File: config.mk
export PLATFORM = sky130hd
export DESIGN_NAME = wifi_rx_depuncture34
export DESIGN_NICKNAME = d
export VERILOG_FILES = /design/src/rtl/wifi_rx_depuncture34.sv
export SDC_FILE = /design/constraint.sdc
export NUM_CORES = 1
export LEC_CHECK = 0
export BUFFER_PORTS_ARGS = -buffer_cell sky130_fd_sc_hd__buf_4
export CAP_MARGIN = 25
export CELL_PAD_IN_SITES_DETAIL_PLACEMENT = 0
export CELL_PAD_IN_SITES_GLOBAL_PLACEMENT = 1
export CORE_UTILIZATION = 39
export DETAILED_ROUTE_END_ITERATION = 10
export PLACE_DENSITY_LB_ADDON = 0.2
export SETUP_SLACK_MARGIN = 0.4
export SLEW_MARGIN = 10
export SYNTH_ARGS = -nofsm -noshare
export SYNTH_HDL_FRONTEND = slang
export SYNTH_SLANG_ARGS = --single-unit
File: constraint.sdc
create_clock -name clk -period 1.87 [get_ports clk]
set_input_delay 0.374 -clock clk [delete_from_list [all_inputs] [get_ports clk]]
set_output_delay 0.374 -clock clk [all_outputs]
set_load 0.01 [all_outputs]
File: src/rtl/wifi_rx_depuncture34.sv
// Rate-3/4 receive depuncturer: expands A1 B1 A2 B3 groups into A1 B1 A2 B2 A3 B3,
// marking the deleted B2/A3 positions as erasures for the Viterbi decoder.
module wifi_rx_depuncture34 #(
  parameter int unsigned LEN_W = 16
) (
  input  logic             clk,
  input  logic             reset,
  input  logic             enable,
  input  logic [LEN_W-1:0] frame_len,
  input  logic             valid_in,
  input  logic             data_in,
  output logic             in_ready,
  output logic             valid_out,
  output logic             data_out,
  output logic             erase_out,
  input  logic             out_ready,
  output logic             finished
);

  localparam int unsigned PH_W = 3;

  typedef enum logic [1:0] {IDLE, RUN, DONE} state_t;

  state_t           state_q, state_d;
  logic [PH_W-1:0]  phase_q, phase_d;
  logic [LEN_W-1:0] rem_cnt_q, rem_cnt_d;
  logic             valid_out_q, valid_out_d;
  logic             data_out_q, data_out_d;
  logic             erase_out_q, erase_out_d;
  logic             finished_q, finished_d;
  logic             wait_low_q, wait_low_d;

  logic adv, ers_phase, fire_in, fire_ers, last_in;

  assign adv       = !valid_out_q || out_ready;
  assign ers_phase = (phase_q == PH_W'(3)) || (phase_q == PH_W'(4));
  assign in_ready  = (state_q == RUN) && !ers_phase && adv;
  // A dropped enable aborts, so it also blocks any load on that edge.
  assign fire_in   = in_ready && valid_in && enable;
  assign fire_ers  = (state_q == RUN) && ers_phase && adv && enable;
  assign last_in   = (rem_cnt_q == LEN_W'(1));

  assign valid_out = valid_out_q;
  assign data_out  = data_out_q;
  assign erase_out = erase_out_q;
  assign finished  = finished_q;

  // State register
  always_ff @(posedge clk or negedge reset) begin
    if (!reset) begin
      state_q     <= IDLE;
      phase_q     <= '0;
      rem_cnt_q   <= '0;
      valid_out_q <= 1'b0;
      data_out_q  <= 1'b0;
      erase_out_q <= 1'b0;
      finished_q  <= 1'b0;
      wait_low_q  <= 1'b0;
    end else begin
      state_q     <= state_d;
      phase_q     <= phase_d;
      rem_cnt_q   <= rem_cnt_d;
      valid_out_q <= valid_out_d;
      data_out_q  <= data_out_d;
      erase_out_q <= erase_out_d;
      finished_q  <= finished_d;
      wait_low_q  <= wait_low_d;
    end
  end

  // Next-state logic
  always_comb begin
    state_d = state_q;
    case (state_q)
      IDLE: begin
        if (enable && !wait_low_q) begin
          state_d = (frame_len == '0) ? DONE : RUN;
        end
      end
      RUN: begin
        if (!enable) begin
          state_d = IDLE;
        end else if (fire_in && last_in) begin
          state_d = DONE;
        end
      end
      DONE: begin
        if (!enable || adv) begin
          state_d = IDLE;
        end
      end
      default: state_d = IDLE;
    endcase
  end

  // Datapath and registered outputs
  always_comb begin
    phase_d     = phase_q;
    rem_cnt_d   = rem_cnt_q;
    valid_out_d = valid_out_q && !out_ready;
    data_out_d  = data_out_q;
    erase_out_d = erase_out_q;
    finished_d  = 1'b0;
    wait_low_d  = wait_low_q;
    case (state_q)
      IDLE: begin
        if (!enable) begin
          wait_low_d = 1'b0;
        end else if (!wait_low_q) begin
          rem_cnt_d = frame_len;
          phase_d   = '0;
        end
      end
      RUN: begin
        if (!enable) begin
          valid_out_d = 1'b0;
        end else if (fire_in || fire_ers) begin
          valid_out_d = 1'b1;
          data_out_d  = fire_in ? data_in : 1'b0;
          erase_out_d = fire_ers;
          phase_d     = (phase_q == PH_W'(5)) ? '0 : phase_q + PH_W'(1);
          if (fire_in) begin
            rem_cnt_d = rem_cnt_q - LEN_W'(1);
          end
        end
      end
      DONE: begin
        if (!enable) begin
          valid_out_d = 1'b0;
        end else if (adv) begin
          finished_d = 1'b1;
          wait_low_d = 1'b1;
        end
      end
      default: ;
    endcase
  end

endmodule

Word level (Yosys, flattened, before mapping). Cells that the tools add are included.

Output and inout bits: 5. Memories: 0. Flip-flop bits (word level): 26. Bits in latches: 0. Bits in read-only memories: 0. Bits in writable memories: 0.

Bitwise operators: 0. Div/mod/pow operators: 0. Multiplexer cells: 30. Eq/ne operators: 17. $add $sub $neg: 2. Reductions and logical operators: 28. Shift operators: 0. Multiply operators: 0. Magnitude comparators: 0.

Operators with widths (count): $mux W16 (5); $pmux W16 S2 (1); $ne A2 B2 Y1 const B (9); $eq A16 B1 Y1 const B (1); $logic_not A16 Y1 (1); $sub A16 B1 Y16 const B (1); $mux W3 (5); $logic_and A1 B1 Y1 (10); $mux W1 (10); $mux W2 (5); $eq A3 B3 Y1 const B (2); $pmux W2 S3 (1); $pmux W3 S2 (1); $reduce_and A3 Y1 (2); $reduce_and A6 Y1 (1); $logic_not A1 Y1 (5); $reduce_and A5 Y1 (1); $logic_or A1 B1 Y1 (4); $pmux W1 S2 (2); $reduce_and A4 Y1 (1); $reduce_bool A2 Y1 (2); $add A3 B1 Y3 const B (1); $eq A3 B2 Y1 const B (1); $ne A3 B2 Y1 const B (1); 4 further kinds (4).

Depth between registers and ports, before layout. Gate-level depths: netlist (run 1).

Depth after elaboration: 11. Mapped depth: 8.

Worst setup path after synthesis (run 1). No wires, ideal clock.

Kind: register to register. From: register state_q[0]. To: register rem_cnt_q[14]. Slack: 61 ps. Cell stages (with the launch flop): 7. Data arrival time: 1739 ps. Setup time: 69 ps. Buffers on the path: 1. Data required time: 1801 ps. Cells stage by stage: dfrtp_1 -> inv_1 -> ha_1 -> clkbuf_1 -> o21ai_1 -> or4_1 -> nand3_1.

Word-level cells in the longest chain between the ends: 8.

RTL lines: from (decl) (line 24) `state_t state_q, state_d;`; from (signal assigned) (line 60) `state_q <= state_d;`; $eq A2 B1 Y1 (line 37, 40, 105); $logic_and A1 B1 Y1 (2 in a row) (line 37) `assign in_ready = (state_q == RUN) && !ers_phase && adv;`; $logic_and A1 B1 Y1 (2 in a row) (line 39) `assign fire_in = in_ready && valid_in && enable;`; $logic_or A1 B1 Y1 (line 117) `end else if (fire_in || fire_ers) begin`; $ne A2 B1 Y1 (no source line); $reduce_and A6 Y1 (no source line); to (signal assigned) (line 62) `rem_cnt_q <= rem_cnt_d;`; to (decl) (line 26) `logic [LEN_W-1:0] rem_cnt_q, rem_cnt_d;`.

Parallel ways exist; a longest one is shown, timed or not. A chain may end at the register's enable or synchronous reset.

Final worst setup path (run 1).
From: register rem_cnt_q[0]. To: register rem_cnt_q[11].

Word-level cells in the longest chain between the ends: 5.

RTL lines: $sub A16 B1 Y16 (line 123) `rem_cnt_d = rem_cnt_q - LEN_W'(1);`; $mux W16 (line 122) `if (fire_in) begin`; $mux W16 (line 117); $mux W16 (line 115) `if (!enable) begin`; $pmux W16 S2 (line 105) `case (state_q)`.

Every way passes these cells. The select of a mux whose other input is x is not followed.

==> results of run 1 <==
[area by class of cell]
type	instances	area share [%]
tap	67	2.71
timing repair buffer	92	24.3
sequential	26	21.1
multi-input combinational	168	48.8
clock buffer	3	1.34
inverter	13	1.70
[power groups by stage]
stage	Combinational, mW	Sequential [mW]	Clock, mW
finish	3.52	1.16	0.343
global route	3.77	1.19	0.357
global placement	2.49	1.15	0
CTS	3.06	1.14	0.349
floorplan	1.73	1.10	0
detailed placement	2.48	1.17	0
[per-stage QoR]
stage | cell area, µm² | worst slack [ns] | utilization [%] | std cells | hold WS [ns]
finish | 3090 | 0.0735 | 64.1 | 369 | 0.319
global route | 3090 | 0.00436 | 64.1 | 369 | 0.332
CTS | 2860 | 0.0961 | 59.4 | 360 | 0.325
detailed placement | 2520 | -0.0181 | 52.4 | 337 | 0.311
global placement | 2520 | -0.00765 | 52.4 | 337 | 0.315
floorplan | 2090 | 0.153 | - | 220 | 0.0784
[cell usage in the layout (no fill, tap or decap), drive strengths merged, types with 4 or more instances in the layout]
| master | n |
|---|---|
| nor2 | 14 |
| nand2 | 20 |
| nand4 | 9 |
| a211oi | 4 |
| dfrtp | 26 |
| nor4 | 11 |
| nor3 | 16 |
| a31oi | 4 |
| nand2b | 4 |
| o21ai | 9 |
| ha | 5 |
| inv | 12 |
| buf | 91 |
| o22ai | 4 |
| nand3 | 5 |
[layer usage]
layer | global-route usage [%] | share of wire (%) | up-vias
li1 | - | - | 1026
met5 | 0 | 0 | -
met2 | 40.8 | 48 | 80
met3 | 4.25 | 5.2 | 21
met4 | 13.3 | 2.9 | 0
met1 | 32.8 | 44 | 1053
[kinds of logic after synthesis]
family	synth area share [%]
AND/OR/NAND/NOR	31.4
AO/OA/AOI/OAI	23.5
buffers and inverters	8.08
flip-flops	32.8
adder cells (fa/ha/maj)	3.16
multiplexers	1.01
[worst max-delay path by stage]
stage,start,endpoint
after floorplan,rem_cnt_q[2],rem_cnt_q[11]
after global placement,state_q[1],rem_cnt_q[0]
after detailed placement,state_q[1],rem_cnt_q[11]
after CTS,phase_q[0],in_ready
after global routing,rem_cnt_q[0],rem_cnt_q[11]
final,rem_cnt_q[0],rem_cnt_q[11]
[flip-flops by register name, indices dropped and copies added (netlist names)]
signal,flops
phase_q,3
data_out,1
finished,1
wait_low_q,1
erase_out,1
valid_out,1
state_q,2
rem_cnt_q,16
[timing repair]
item                                   4_1_cts  5_1_grt
gates cloned                                 0        1
endpoints found under the hold margin        3        0
setup endpoints to repair                   25       25
buffers inserted                            19        8
resized for setup                           30       33
pin swaps                                   17       22
hold buffers                                 1        0
[critical path: stages (launching register included)]
cell and delay (ns):
dfrtp_1 0.45, or4_4 0.63, nor3_4 0.16, buf_4 0.14, a211oi_2 0.05, a211o_1 0.26
==> flow_summary.ini, run 1 <==
[hold_path]
hold_path_class = in2reg
min-delay-start = data_in
whs_endpoint = data_out
min_delay_path_depth = 3

[floorplan]
initial_core_util_pct = 41.1
die_y_um = 73.3
coreArea_um2 = 4820
rows = 25
die_x_um = 73.3
pin_count = 27
die_area_um2 = 5370

[route]
drt_iter0_markers = 146
num_vias = 2180
via_per_inst = 5.91
drtPass1Iterations = 4
remaining_drc_errors = 0
wl_per_cell_um = 18.4
wl_um = 6780
ant_nets = 0

[global_route]
grt_antenna_before_repair = 0
first_global_vias = 2128
grt_use_total_pct = 25.4
grt_max_degree = 27
grt_pass1_wl_um = 10200
gr-total-overflow = 0

[pwr]
p_switching_mw = 2.25
intPower_mw = 2.77
seq_power_share_pct = 23.1
p_sw_share_pct = 44.8
powerDensity_nw_per_um2 = 1630
pwr-share-comb_pct = 70.1
power_frac_clock_pct = 6.8
p_leak_nw = 1.28
finalPower_mw = 5.02
peakVddDrop_mv = 0.777

[layout]
antenna_cells = 0
area_growth_syn_to_layout_pct = 55.9
drive_gt1_share_pct = 50.7
multi_input_area_um2 = 1510
ff_latch_area_um2 = 652
nNetsFinal = 331
nFillCells = 405

[run_status]
status = completed

[sta]
finalCritPeriodShare_pct = 96.1
fin_crit_ns = 1.80
fmax_mhz = 557
finalHoldViolations = 0
tightest_slew_ns = 0.501
setup-violations-final = 0
rsz0062_at_grt = true
fin_skew_ns = 0.0118
maxSlewViolCount = 0
setup_tns_ns = 0
slew_headroom_pct = 66.4

[synth]
synth_area_um2 = 1980
synth_edf_count = 0
ys_ff_latch = 26
syn_area_per_cell_um2 = 9.01
synth_area_leader_cell = dfrtp_1
syn-num-nets = 247
post-synth-top-count-cell = dfrtp_1
yosysSeqAreaShare_pct = 32.8
synth_common_cells = dfrtp_1, nand2_1, nor2_1, nor3_1, inv_1
syn_inst = 220
synth_warnings = 0
synth_top_area_share_pct = 32.8
synth_cell_types = 64
synth_top_cells_by_area = dfrtp_1, nand2_1, nor3_1
async_flop_share_pct = 100
synth_flop_cell = dfrtp_1

[setup_path]
crit_required_ns = 2.05
ff2ff_setup_slack_ns = 0.07
r2r-start = rem_cnt_q[0]
r2r-end = rem_cnt_q[11]
cp-end-kind = flip-flop
reg2regPathDepth = 5
critical_path.max_fanout = 6
cp-start-kind = flip-flop
path_class = reg2reg
worstPathArrival_ns = 1.98

[clock_tree]
cts_tree = built
clk_latency_ns = 0.28
numClockSinks = 26
cts_buffer_depth = 2
cts_max_level = 1
cts-root-buf = clkbuf_8
cts_buffers = 3
cts.reportedPaths.clkPinSlew_ns = 0.10

[placed_design]
place.gp.congestion = 1.00
port_buffers = 26
hpwlAfterDp_um = 4590

[run]
cap_viol_max_count = 0
(Power assumes the default switching activity.)
==> inputs of run 2 (changes only) <==
==> constraint.sdc (replaced) <==
create_clock -name clk -period 1.87 [get_ports clk]
set_input_delay 0.2805 -clock clk [delete_from_list [all_inputs] [get_ports clk]]
set_output_delay 0.2805 -clock clk [all_outputs]
set_load 0.01 [all_outputs]
==> flow_summary.ini, run 2 (synthesis gave the netlist of run 1 again) <==
[setup_path]
cp-endpoint = rem_cnt_q[13]
critPathMaxStageDelay_ns = 0.59
cp_num_buf_inv = 0
cp-end-kind = flip-flop
path_cells = or4_4, nor3_4, nand4_1, o211a_1
worstPathArrival_ns = 2.02
critical_path.max_fanout = 5
crit_family = simple AND/OR/NAND/NOR gates
cp-startpoint = rem_cnt_q[2]
r2r-end = rem_cnt_q[13]
crit_slowest_cell = or4_4
cp-start-kind = flip-flop
path_depth = 4
reg2regPathDepth = 4
crit_required_ns = 2.04
path_class = reg2reg
r2r-start = rem_cnt_q[2]
ff2ff_setup_slack_ns = 0.02

[sta]
fin_skew_ns = 0.00702
slew_headroom_pct = 67.9
finalCritPeriodShare_pct = 99.0
maxSlewViolCount = 0
hold_slack_ns = 0.232
rsz0062_at_grt = true
tightest_slew_ns = 0.476
setup_tns_ns = 0
finalHoldViolations = 0
fmax_mhz = 540
fin_crit_ns = 1.85
setup-violations-final = 0

[global_route]
gr-total-overflow = 0
first_global_vias = 2192
grt_max_degree = 27
grt_antenna_before_repair = 0
grt_use_total_pct = 26.9
grt_pass1_wl_um = 11000

[layout]
mostFrequentLayoutCell = buf_4
regMostFlops = rem_cnt_q
final_cell_mix = buf_4, dfrtp_1, buf_6
nNetsFinal = 342
largest_reg_flops = 16
area_growth_syn_to_layout_pct = 64.1
layout.cells.non_filler = 381
nFillCells = 393
drive_gt1_share_pct = 54.1
reg_top3 = rem_cnt_q (16), phase_q (3), state_q (2)
antenna_cells = 0

[route]
drtPass1Iterations = 5
drt_iter0_markers = 229
wl_um = 7050
via_per_inst = 5.93
remaining_drc_errors = 0
num_vias = 2258
ant_nets = 0
wl_per_cell_um = 18.5

[clock_tree]
cts.reportedPaths.clkPinSlew_ns = 0.10
cts_buffer_depth = 2
cts_buffers = 3
clk_latency_ns = 0.28
cts_tree = built
numClockSinks = 26
cts_max_level = 1
cts-root-buf = clkbuf_8

[pwr]
finalPower_mw = 5.40
peakVddDrop_mv = 0.695
p_leak_nw = 1.38
powerDensity_nw_per_um2 = 1660

[floorplan]
initial_core_util_pct = 41.1
pin_count = 27
die_area_um2 = 5370
die_y_um = 73.3
coreArea_um2 = 4820
die_x_um = 73.3
rows = 25

[run_status]
status = completed

[placed_design]
hpwlAfterDp_um = 4540
port_buffers = 26
post-place-cells = 340
place.gp.congestion = 0.874

[run]
cap_viol_max_count = 0

[hold_path]
hold_path_class = in2reg
[run 2: changes by cell type in the layout (fill, tap and decap cells not counted), sizes merged]
cell and delta:
clkbuf +1, buf +11
[run 2: final cells by class]
class / count / area [µm²] / share of cell area (%)
clock buffers: 4 / 55.1 / 1.69
inverters: 13 / 52.6 / 1.62
multi-input cells: 168 / 1530 / 47.0
flip-flops and latches: 26 / 652 / 20.0
well taps: 67 / 83.8 / 2.58
repair buffers: 103 / 880 / 27.0
[run 2: through the flow]
step / setup slack, ns / util [%] / cell area (µm²)
6_report: 0.0182 / 67.5 / 3250
5_1_grt: -0.0154 / 67.5 / 3250
4_1_cts: 0.0869 / 62.0 / 2990
3_5_place_dp: 0.0586 / 52.7 / 2540
3_3_place_gp: 0.0637 / 52.7 / 2540
2_1_floorplan: 0.153 / - / 2090
[run 2: per-layer routing]
layer	track usage [%]	part of all wire, %	vias up
met1	36.0	42	1092
met3	3.70	6.1	16
met5	0	0	-
met2	44.3	49	104
met4	9.37	2.9	0
li1	-	-	1046
[run 2: what timing repair did]
action | in CTS | in global routing
endpoints found under the setup margin | 25 | 26
buffers inserted | 23 | 13
endpoints found under the hold margin | 26 | 0
gates cloned | 0 | 0
resized for setup | 45 | 32
pin swaps | 30 | 21
hold buffers | 1 | 0
[run 2: worst min-delay path by stage]
stage	startpoint	endpoint	slack (ns)	depth (start not counted)
2_1_floorplan	reset	data_out	-0.02	0
3_3_place_gp	reset	data_out	0.23	1
3_5_place_dp	reset	data_out	0.23	1
4_1_cts	data_in	data_out	0.23	3
5_1_grt	data_in	data_out	0.25	3
6_report	data_in	data_out	0.23	3
[run 2: worst register-to-register path, stage by stage, from the launching register on]
cell	delay (ns)
dfrtp_1	0.45
or4_4	0.59
nor3_4	0.26
nand4_1	0.19
o211a_1	0.25
[run 2: where the power goes]
| group | switching, mW | leakage, nW | internal [mW] |
|---|---|---|---|
| registers | 0.301 | 0.313 | 0.835 |
| clock network | 0.201 | 0.0288 | 0.189 |
| logic | 1.85 | 1.04 | 2.03 |
==> inputs of run 3 (changes only) <==
Settings changed: ABC_AREA set to 1, CORE_UTILIZATION 39 to 36.
==> flow_summary.ini, run 3 <==
[setup_path]
cp-endpoint = in_ready
crit_required_ns = 1.59
cp-startpoint = state_q[1]
ff2ff_setup_slack_ns = 0.34
r2r-start = state_q[1]
r2r-end = rem_cnt_q[10]
worstPathArrival_ns = 1.28
cp-end-kind = output pin
reg2regPathDepth = 9
cp-start-kind = flip-flop
critical_path.max_fanout = 4
path_class = reg2out

[synth]
synth_area_um2 = 1940
synth_flop_cell = dfrtp_1
syn_area_per_cell_um2 = 6.39
syn-num-nets = 331
synth_common_cells = nand2_1, nor2_1, inv_1, nand3_1, dfrtp_1
synth_area_leader_cell = dfrtp_1
synth_edf_count = 0
synth_warnings = 0
post-synth-top-count-cell = nand2_1
syn_inst = 304
async_flop_share_pct = 100
synth_top_area_share_pct = 33.5
yosysSeqAreaShare_pct = 33.5
ys_ff_latch = 26
synth_cell_types = 30
synth_top_cells_by_area = dfrtp_1, nand2_1, nor2_1

[sta]
fin_crit_ns = 1.56
tightest_slew_ns = 0.357
fmax_mhz = 642
maxSlewViolCount = 0
rsz0062_at_grt = true
setup-violations-final = 0
fin_skew_ns = 0.00461
finalHoldViolations = 0
finalCritPeriodShare_pct = 83.2
slew_headroom_pct = 76.2
setup_tns_ns = 0

[clock_tree]
cts-root-buf = clkbuf_8
cts.reportedPaths.clkPinSlew_ns = 0.10
numClockSinks = 26
clk_latency_ns = 0.28
cts_buffer_depth = 2
cts_max_level = 1
cts_tree = built
cts_buffers = 3

[hold_path]
hold_path_class = in2reg
min-delay-start = data_in

[pwr]
seq_power_share_pct = 26.8
p_leak_nw = 1.24
intPower_mw = 1.94
p_sw_share_pct = 49.8
powerDensity_nw_per_um2 = 1570
p_switching_mw = 1.93
power_frac_clock_pct = 10.0
pwr-share-comb_pct = 63.3
peakVddDrop_mv = 0.749

[route]
drtPass1Iterations = 4
wl_per_cell_um = 12.7
ant_nets = 0
num_vias = 1946
remaining_drc_errors = 0
via_per_inst = 4.76
drt_iter0_markers = 141
wl_um = 5180

[placed_design]
place.gp.congestion = 0.860
port_buffers = 26
dpl_cell_area_um2 = 2190
hpwlAfterDp_um = 3810

[floorplan]
die_area_um2 = 5690
rows = 26
die_y_um = 75.4
initial_core_util_pct = 37.8
die_x_um = 75.4
coreArea_um2 = 5140
pin_count = 27

[run]
cap_viol_max_count = 0

[global_route]
grt_max_degree = 27
grt_use_total_pct = 20.1
grt_antenna_before_repair = 0
gr-total-overflow = 0
grt_pass1_wl_um = 8610
first_global_vias = 1764

[layout]
final_area_um2 = 2460
antenna_cells = 0
final_cell_mix = nand2_1, nor2_1, buf_4
regMostFlops = rem_cnt_q
mostFrequentLayoutCell = nand2_1
nNetsFinal = 367
reg_top3 = rem_cnt_q (16), phase_q (3), state_q (2)
area_growth_syn_to_layout_pct = 26.5
largest_reg_flops = 16
drive_gt1_share_pct = 23.9

[run_status]
status = completed
-- run 3: changes by cell type after synthesis, moves of 6 or more --
cell / before / now
nand3_1: 5 / 33
o21ai_0: 8 / 14
nor4_1: 9 / 0
nor2_1: 14 / 46
nor3_1: 14 / 0
inv_1: 13 / 33
nand4_1: 9 / 3
nand2_1: 20 / 111
-- run 3: routing by layer --
metal  wire length, µm  track usage (%)  vias up
met5                 0                0        -
met4                22             4.73        0
met3               164             2.12        2
met2              2450             31.8       33
met1              2540             29.3      888
li1                  -                -     1023
-- run 3: critical path, cell delays in order (launching register included) --
cell and delay [ns]:
dfrtp_1 0.41, inv_2 0.11, ha_4 0.18, nand2_4 0.07
nor2_2 0.10, buf_4 0.12
-- run 3: cell families (layout without fill, tap and decap cells) --
kind of cell	after synthesis	count (layout)	synth area share, %
AOI/OAI and AO/OA	28	28	8.57
xor gates and xnor gates	1	1	0.451
adders and majority gates	5	5	3.22
buffers and inverters	42	77	10.1
DFF	26	26	33.5
and+or+nand+nor	202	202	44.2
-- run 3: stage by stage --
step / worst slack (ns) / cells / utilization [%] / total power [mW] / hold WS (ns)
2_1_floorplan: 0.370 / 304 / - / 2.60 / -0.0151
3_3_place_gp: 0.263 / 397 / 42.7 / 3.04 / 0.221
3_5_place_dp: 0.188 / 397 / 42.7 / 3.05 / 0.221
4_1_cts: 0.336 / 409 / 47.3 / 3.82 / 0.199
5_1_grt: 0.233 / 409 / 47.8 / 4.27 / 0.207
6_report: 0.314 / 409 / 47.8 / 3.87 / 0.204
-- run 3: power by group through the flow --
stage	registers [mW]	clock network [mW]	logic (mW)
CTS	1.01	0.396	2.41
finish	1.04	0.385	2.45
global route	1.07	0.415	2.78
floorplan	0.970	0	1.63
global placement	1.02	0	2.02
detailed placement	1.02	0	2.03
-- run 3: area by class of cell --
type,instances,area [µm²]
Clock buffer,4,55.1
Fill cell,573,2680
Inverter,35,134
Multi-Input combinational cell,236,1230
Sequential cell,26,651
Tap cell,70,87.6
Timing Repair Buffer,38,303
-- run 3: what timing repair did --
item / in CTS / in global routing
hold endpoints to repair: 26 / 0
hold buffers: 1 / 0
gates cloned: 1 / 0
pin swaps: 5 / 7
gates resized for setup: 29 / 13
endpoints found under the setup margin: 23 / 23
setup buffers: 6 / 0
-- run 3: how the worst min path moves through the flow --
stage	cells past startpoint	to
after floorplan	0	data_out
after detailed placement	1	rem_cnt_q[13]
final	3	data_out
after global routing	3	data_out
after global placement	1	rem_cnt_q[14]
after CTS	3	data_out
